## config.mk

```make
export PLATFORM = sky130hd
export DESIGN_NAME = mask_encoder
export DESIGN_NICKNAME = d
export VERILOG_FILES = /design/src/rtl/mask_enc_pkg.sv /design/src/rtl/mask_encoder_lsb_pri_enc.sv /design/src/rtl/mask_encoder.sv
export SDC_FILE = /design/constraint.sdc
export NUM_CORES = 1
export LEC_CHECK = 0
export BUFFER_PORTS_ARGS = -buffer_cell sky130_fd_sc_hd__buf_2
export CAP_MARGIN = 10
export CELL_PAD_IN_SITES_DETAIL_PLACEMENT = 0
export CELL_PAD_IN_SITES_GLOBAL_PLACEMENT = 1
export CORE_UTILIZATION = 36
export CTS_BUF_LIST = sky130_fd_sc_hd__clkbuf_2
export CTS_CLUSTER_SIZE = 16
export DETAILED_ROUTE_END_ITERATION = 8
export PLACE_DENSITY = 0.83
export SYNTH_ARGS = -nofsm -noshare
export SYNTH_HDL_FRONTEND = slang
export SYNTH_HIERARCHICAL = 1
export SYNTH_SLANG_ARGS = --single-unit
```

## constraint.sdc

```tcl
create_clock -name clk -period 2.7 [get_ports clk]
set_clock_uncertainty 0.2 [all_clocks]
set_input_delay 0.27 -clock clk [delete_from_list [all_inputs] [get_ports clk]]
set_output_delay 0.27 -clock clk [all_outputs]
set_load 0.05 [all_outputs]
```

## src/rtl/mask_enc_pkg.sv

```systemverilog
// mask_enc_pkg: shared widths, FSM state type and helpers for mask_encoder.
//
// Contents:
//   MASK_W  - width of the request mask (8)
//   IDX_W   - width of a binary bit index (3)
//   CNT_W   - width of a popcount of a full mask, 0..8 (4)
//   state_t - encoder FSM states (IDLE, SCAN)
//   popcount() - number of set bits in a mask, used by the optional
//                out_cnt feature (macro MASK_ENC_COUNT_EN)
package mask_enc_pkg;

  localparam int MASK_W = 8;
  localparam int IDX_W  = 3;
  localparam int CNT_W  = 4;

  typedef enum logic {
    IDLE = 1'b0,
    SCAN = 1'b1
  } state_t;

  // Counts set bits of a mask; a full 8-bit mask gives 8, which is why
  // the result needs one bit more than an index.
  function automatic logic [CNT_W-1:0] popcount(input logic [MASK_W-1:0] m);
    logic [CNT_W-1:0] c;
    c = '0;
    for (int i = 0; i < MASK_W; i++) begin
      c = c + CNT_W'(m[i]);
    end
    return c;
  endfunction

endpackage

```

## src/rtl/mask_encoder_lsb_pri_enc.sv

```systemverilog
// lsb_pri_enc: combinational lowest-set-bit priority encoder.
//
// Ports:
//   vec     (in,  MASK_W) - bit vector to search
//   idx     (out, IDX_W)  - index of the lowest set bit, 0 when vec is zero
//   nonzero (out, 1)      - at least one bit of vec is set
module lsb_pri_enc
  import mask_enc_pkg::*;
(
  input  logic [MASK_W-1:0] vec,
  output logic [IDX_W-1:0]  idx,
  output logic              nonzero
);

  // Scan from the top bit downwards so the last hit, i.e. the lowest set
  // bit, wins; an all-zero vector leaves the default index of 0.
  always_comb begin
    idx = '0;
    for (int i = MASK_W - 1; i >= 0; i--) begin
      if (vec[i]) begin
        idx = IDX_W'(i);
      end
    end
  end

  assign nonzero = |vec;

endmodule

```

## src/rtl/mask_encoder.sv

```systemverilog
// mask_encoder: turns an accepted 8-bit request mask into a stream of
// binary indices, one beat per set bit, lowest index first.
//
// Ports:
//   clk         (in)     - rising-edge clock for all state
//   rst_n       (in)     - asynchronous active-low reset
//   in_valid    (in)     - upstream offers in_mask
//   in_ready    (out)    - block is idle and can take a mask
//   in_mask     (in, 8)  - bit i set means index i is requested
//   out_valid   (out)    - out_idx/out_last carry a beat
//   out_ready   (in)     - downstream consumes the beat
//   out_idx     (out, 3) - index of the current set bit
//   out_last    (out)    - current beat is the final set bit of the mask
//   empty_pulse (out)    - one-cycle flag: an all-zero mask was consumed
//   out_cnt     (out, 4) - popcount of the accepted mask; present only when
//                          macro MASK_ENC_COUNT_EN is defined
module mask_encoder
  import mask_enc_pkg::*;
(
  input  logic              clk,
  input  logic              rst_n,
  input  logic              in_valid,
  output logic              in_ready,
  input  logic [MASK_W-1:0] in_mask,
  output logic              out_valid,
  input  logic              out_ready,
  output logic [IDX_W-1:0]  out_idx,
  output logic              out_last,
  output logic              empty_pulse
`ifdef MASK_ENC_COUNT_EN
  ,
  output logic [CNT_W-1:0]  out_cnt
`endif
);

  state_t            state;
  state_t            state_next;
  logic [MASK_W-1:0] pend;
  logic [MASK_W-1:0] pend_next;
  logic              alive;
  logic              accept;
  logic              pend_nonzero;

  // The lowest pending bit is always the beat on offer.
  lsb_pri_enc u_lsb_pri_enc (
    .vec     (pend),
    .idx     (out_idx),
    .nonzero (pend_nonzero)
  );

  // pend & (pend - 1) drops the lowest set bit; if nothing is left the
  // current beat is the last one.
  assign out_last  = pend_nonzero && ((pend & (pend - MASK_W'(1))) == '0);
  assign out_valid = (state == SCAN);
  // alive keeps in_ready low while reset is held even though the state
  // register already sits in IDLE.
  assign in_ready  = alive && (state == IDLE);
  assign accept    = in_valid && in_ready;

  // Next-state logic: load a non-zero mask from IDLE, clear one bit per
  // handshake in SCAN and fall back to IDLE on the last beat. A zero mask
  // leaves the FSM in IDLE; only empty_pulse reacts to it.
  always_comb begin
    state_next = state;
    pend_next  = pend;
    unique case (state)
      IDLE: begin
        if (accept && (in_mask != '0)) begin
          pend_next  = in_mask;
          state_next = SCAN;
        end
      end
      SCAN: begin
        if (out_ready) begin
          pend_next = pend & ~(MASK_W'(1) << out_idx);
          if (out_last) begin
            state_next = IDLE;
          end
        end
      end
      default: begin
        state_next = IDLE;
        pend_next  = '0;
      end
    endcase
  end

  // State and pending-bit registers. Reset drops any partly scanned mask.
  always_ff @(posedge clk or negedge rst_n) begin
    if (!rst_n) begin
      state       <= IDLE;
      pend        <= '0;
      alive       <= 1'b0;
      empty_pulse <= 1'b0;
    end else begin
      state       <= state_next;
      pend        <= pend_next;
      alive       <= 1'b1;
      empty_pulse <= accept && (in_mask == '0);
    end
  end

`ifdef MASK_ENC_COUNT_EN
  // Popcount is captured only at acceptance, which can only happen in
  // IDLE, so it stays constant for the whole scan.
  always_ff @(posedge clk or negedge rst_n) begin
    if (!rst_n) begin
      out_cnt <= '0;
    end else if (accept) begin
      out_cnt <= popcount(in_mask);
    end
  end
`endif

endmodule

```

==> results of run 1 <==
-- metal layers --
| layer | global-route usage (%) | vias to the layer above | wire, um |
|---|---|---|---|
| met2 | 26.8 | 11 | 791 |
| li1 | - | 340 | - |
| met3 | 5.95 | 2 | 41 |
| met1 | 26.3 | 315 | 863 |
| met4 | 5.29 | 0 | 12 |
| met5 | 0 | - | 0 |
-- worst reg2reg max path, cell delays in order (launching register included) --
cell and delay [ps]:
dfrtp_1 510, and3b_1 470, a21boi_2 440, o21ai_1 150, a22o_1 200
-- state kept, by name, summed over array words and instances, names as in the netlist --
register	cells
pend	8
alive	1
empty_pulse	1
out_valid	1
-- synth_stat cells (2+ instances only) --
cell type,number
o21ai_0,7
a22o_1,8
o21ai_1,8
inv_1,2
nand2_1,2
and3b_1,2
a21oi_1,2
nor2_1,6
nor4_1,3
o31ai_1,2
nand2b_1,2
nor2b_1,2
dfrtp_1,11
-- worst min-delay path by stage --
| stage | startpoint | to | depth (start not counted) |
|---|---|---|---|
| after floorplan | rst_n | alive | 0 |
| after global placement | rst_n | pend[4] | 1 |
| after detailed placement | rst_n | pend[3] | 1 |
| after CTS | in_mask[1] | pend[1] | 2 |
| after global routing | in_mask[1] | pend[1] | 2 |
| final | in_mask[1] | pend[1] | 2 |
-- cell families after synthesis --
| family | Yosys count |
|---|---|
| AOI/OAI and AO/OA | 35 |
| buffers and inverters | 5 |
| DFF | 11 |
| other | 1 |
| and+or+nand+nor | 25 |
-- final cells by class --
class	instances	area, sq um	share of cell area (%)
Multi-Input combinational cell	61	407	47.8
Sequential cell	11	275	32.4
Timing Repair Buffer	20	110	12.9
Tap cell	25	31.3	3.68
Clock buffer	4	20.0	2.35
Inverter	2	7.51	0.882
-- metrics by stage --
| step | hold slack (ps) | instances | utilization [%] |
|---|---|---|---|
| floorplan | -226 | 77 | - |
| global route | 26.2 | 123 | 48.2 |
| global placement | -49.1 | 117 | 46.0 |
| finish | 47.3 | 123 | 48.2 |
| CTS | 36.4 | 123 | 48.2 |
| detailed placement | -46.0 | 117 | 46.0 |
-- cells in the final DEF (no fill, tap or decap), types with 3 or more instances in the layout --
| master | n |
|---|---|
| dfrtp_1 | 11 |
| nor2_1 | 6 |
| buf_2 | 18 |
| nor4_1 | 3 |
| clkbuf_2 | 4 |
| o21ai_1 | 8 |
| a22o_1 | 8 |
| o21ai_0 | 7 |
==> metrics.yaml, run 1 <==
status:
  outcome: "completed"
sta:
  min_period_over_period_pct: 93.9
  worst_pin_slew_ps: 565
  fin_crit_ps: 2540
  slew_violations: 0
  max_freq_mhz: 394
  fin_tns_setup_ps: 0
  relSlewSlack_pct: 62.0
  setup_viol: 0
  setup_slack_ps: 165
  hold_violations: 0
  rsz0062_at_grt: "no"
synthesis:
  synthXorXnorAreaFrac_pct: 0
  syn_area_per_cell_sq_um: 9.05
  synth_mux_area_share_pct: 0
  yosys.area.top_type_share_pct: 39.5
  synthCells: 77
  synthesis.area_sq_um: 697
  synth_compound_area_share_pct: 34.8
  synth_ff_type: "dfrtp_1"
  ys_warn_count: 6
  ys_ff_latch: 11
  yosys.area_share.simple_pct: 21.9
  synth_area_leader_cell: "dfrtp_1"
  synth_top_family_by_area: "compound AO/OA/AOI/OAI gates"
  synthAdderAreaFrac_pct: 0
  async_flop_share_pct: 100
  syn_nets: 89
  ys_seq_area_share_pct: 39.5
  synth_edf_count: 0
  ys_types: 33
  ys_top_cells_by_area: "dfrtp_1 39%, a22o_1 10%, o21ai_1 5.7%"
setup_path:
  cp_slowest_cell: "dfrtp_1"
  cp_data_arrival_time_ps: 2070
  path_delay_family: "simple AND/OR/NAND/NOR gates"
  critPathLaunch: "pend[2]"
  end_kind: "output port"
  path_cells: "or3_4 -> a2111oi_0 -> or3_1 -> and2b_1 -> buf_2"
  critical_path_depth: 5
  reg2regPathDepth: 4
  critPathLaunchType: "flop"
  rrSetupSlack_ps: 610
  max_stage_delay_ps: 480
  endpoint: "out_last"
  cp_num_buf_inv: 1
  critPathMaxFanout: 7
  r2r_end: "pend[3]"
  r2r-start: "out_valid"
  cp.required_ps: 2230
  criticalPathCategory: "reg2out"
placement:
  post-place-ws_ps: 493
  dp_hpwl_mm: 1.28
  io_buffers: 18
  postPlaceCellArea_sq_um: 811
  gp_congestion: 0.808
layout:
  num_antenna_cells: 0
  num-fill-cells: 185
  fin_area_sq_um: 851
  nNetsFinal: 111
  area_growth_pct: 22.1
  layout-drive-gt1-share_pct: 28.6
floorplanning:
  core_area_sq_mm: 0.00176
  rows: 15
  initial_utilization_pct: 39.5
  ios: 19
  fp.dieW_um: 46
  die_area_sq_mm: 0.00212
  die-height_um: 46
clock_network:
  cts_tree: "built"
  htreeDepth: 1
  clk_pin_slew_ps: 110
  cts_root_buf: "clkbuf_2"
  cts_resized: 0
  clock_sinks: 11
  cts_buffers: 3
  clock_path_buffers: 2
  clk_latency_ps: 260
  post-cts-setup-buffers: 0
  hold_buffers: 2
global_route:
  antenna_found_initial: 0
  grt_pass1_vias: 577
  grt_max_degree: 14
  grt_pass1_wl_mm: 2.73
  grtUsageTotal_pct: 18.6
  grt_overflow: 0
routing:
  routed_wl_mm: 1.71
  num_vias: 668
  firstDrtPassIters: 2
  drtAntennaViolNets: 0
  viasPerCell: 5.43
  drc: 0
  drt_iter0_drc: 17
  detail_route.wl_per_cell_um: 13.9
worst_hold_path:
  min_path_type: "in2reg"
job:
  cap_violations: 0
Power of run 1 is not shown: default switching activity piles up to over one toggle a cycle in this logic, so the estimate is an artifact.
==> run 2, diff against run 1 <==
CORE_UTILIZATION = 39   (was 36)
HOLD_SLACK_MARGIN = 0.05   (was not set)
PLACE_DENSITY = 0.88   (was 0.83)
==> run 2 against run 1 <==
  * Maximum frequency increased by 1.9%
  * Non-clock buffer count is 7 higher
  * Count of clock-buffer cells in the layout unchanged
  * Cell count is 4.9% higher
  * Register-to-register slack got worse by 20 ps
  * Largest cell class unchanged
  * Highest routed layer unchanged
  * Final area rose by 8.1%
  * Worst setup slack better by 47 ps
==> metrics.yaml, run 2 (synthesis gave the netlist of run 1 again) <==
clock_network:
  cts_resized: 0  # unchanged
  post-cts-setup-buffers: 0  # unchanged
  clock_path_buffers: 2  # unchanged
  htreeDepth: 1  # unchanged
  hold_buffers: 9  # +7
  cts_buffers: 3  # unchanged
  clock_sinks: 11  # unchanged
  cts_root_buf: "clkbuf_2"
  cts_tree: "built"
  clk_pin_slew_ps: 100  # about the same
  clk_latency_ps: 260  # about the same
global_route:
  grt_overflow: 0  # unchanged
  antenna_found_initial: 0  # unchanged
  grtUsageTotal_pct: 21.4  # +2.8 points
  grt_max_degree: 14  # unchanged
  grt_pass1_wl_mm: 3.01  # +10%
  grt_pass1_vias: 661  # +15%
sta:
  hold_violations: 0  # unchanged
  fin_crit_ps: 2490  # -46.7 ps
  setup_viol: 0  # unchanged
  min_period_over_period_pct: 92.2  # -1.7 points
  relSlewSlack_pct: 64.1  # +2.2 points
  worst_pin_slew_ps: 532  # -33.0 ps
  slew_violations: 0  # unchanged
  rsz0062_at_grt: "no"
  max_freq_mhz: 402  # +1.9%
  fin_tns_setup_ps: 0  # unchanged
routing:
  firstDrtPassIters: 4  # +2
  routed_wl_mm: 1.75  # +2.2%
  detail_route.wl_per_cell_um: 13.5  # -2.5%
  num_vias: 724  # +8.4%
  drt_iter0_drc: 40  # +23
  drtAntennaViolNets: 0  # unchanged
  drc: 0  # unchanged
  viasPerCell: 5.61  # +3.3%
setup_path:
  criticalPathCategory: "reg2out"
  cp.required_ps: 2230  # about the same
  end_kind: "output port"
  critPathLaunchType: "flop"
  cp_data_arrival_time_ps: 2020  # -50 ps
  critPathMaxFanout: 7  # unchanged
layout:
  largest_reg_flops: 8  # unchanged
  layout_common_cells: "18 x buf_2, 11 x dfrtp_1, 9 x dlygate4sd3_1, 8 x o21ai_1, 8 x a22o_1"
  top_register: "pend"
  num_antenna_cells: 0  # unchanged
  fin_cells: 129  # +4.9%
  layout-drive-gt1-share_pct: 26.7  # -1.9 points
  num-fill-cells: 134  # -28%
  mostFrequentLayoutCell: "buf_2"
  area_growth_pct: 32.0
  nNetsFinal: 118  # +6.3%
placement:
  dp_hpwl_mm: 1.27  # -0.93%
  dpl.cell_count: 116  # -0.85%
  io_buffers: 18  # unchanged
  gp_congestion: 0.836  # +3.5%
floorplanning:
  initial_utilization_pct: 43.7  # +4.2 points
  fp.dieW_um: 44.3  # -3.8%
  ios: 19  # unchanged
  die-height_um: 44.3  # -3.8%
  core_area_sq_mm: 0.00159  # -9.6%
  die_area_sq_mm: 0.00196  # -7.4%
  rows: 14  # -1
worst_hold_path:
  min_path_type: "in2reg"
job:
  cap_violations: 0  # unchanged
status:
  outcome: "completed"
## run 2: cell types whose count changed in the layout (fill, tap and decap cells not counted), sizes merged
cell,previous run,this run
dlygate4sd3,2,9
## run 2: path summary, 6_finish.rpt
check                                start       end  slack (ps)  cells past startpoint
max in group asynchronous            rst_n   pend[7]        1900                      2
worst min register to register     pend[1]   pend[1]         430                      1
worst min-delay path            in_mask[2]   pend[2]          90                      2
min in group asynchronous            rst_n   pend[1]         190                      2
worst max register to register     pend[7]   pend[1]         590                      6
worst max-delay path               pend[2]  out_last         210                      5
## run 2: final cells by class
class	count	area, sq um	share of cell area, %
tap	24	30.0	3.27
timing repair buffer	27	180	19.6
multi-input combinational	61	407	44.2
clock buffer	4	20.0	2.18
sequential	11	275	29.9
inverter	2	7.51	0.816
## run 2: layer usage
| layer | vias up | routed length, um | GRT usage [%] | part of all wire [%] |
|---|---|---|---|---|
| met5 | - | 0 | 0 | 0 |
| met4 | 0 | 30 | 10.3 | 1.7 |
| met3 | 5 | 132 | 6.53 | 7.6 |
| met2 | 28 | 799 | 31.8 | 46 |
| met1 | 338 | 783 | 28.4 | 45 |
| li1 | 353 | - | - | - |
## run 2: critical path, cell delays in order, from the launching register on
cell       delay [ps]
dfrtp_1           470
or3_4             430
a2111oi_2         330
or3_1             160
and2b_1           120
buf_2             250
## run 2: through the flow
| stage | util, % | cell area (sq um) | hold slack [ps] | worst slack, ps |
|---|---|---|---|---|
| 3_5_place_dp | 50.8 | 810 | -45.0 | 515 |
| 6_report | 57.7 | 920 | 85.1 | 212 |
| 5_1_grt | 57.7 | 920 | 72.4 | 25.0 |
| 3_3_place_gp | 50.8 | 810 | -49.5 | 537 |
| 4_1_cts | 57.7 | 920 | 75.1 | 192 |
| 2_1_floorplan | - | 704 | -226 | 19.3 |
Power of run 2 is left out for the same reason.
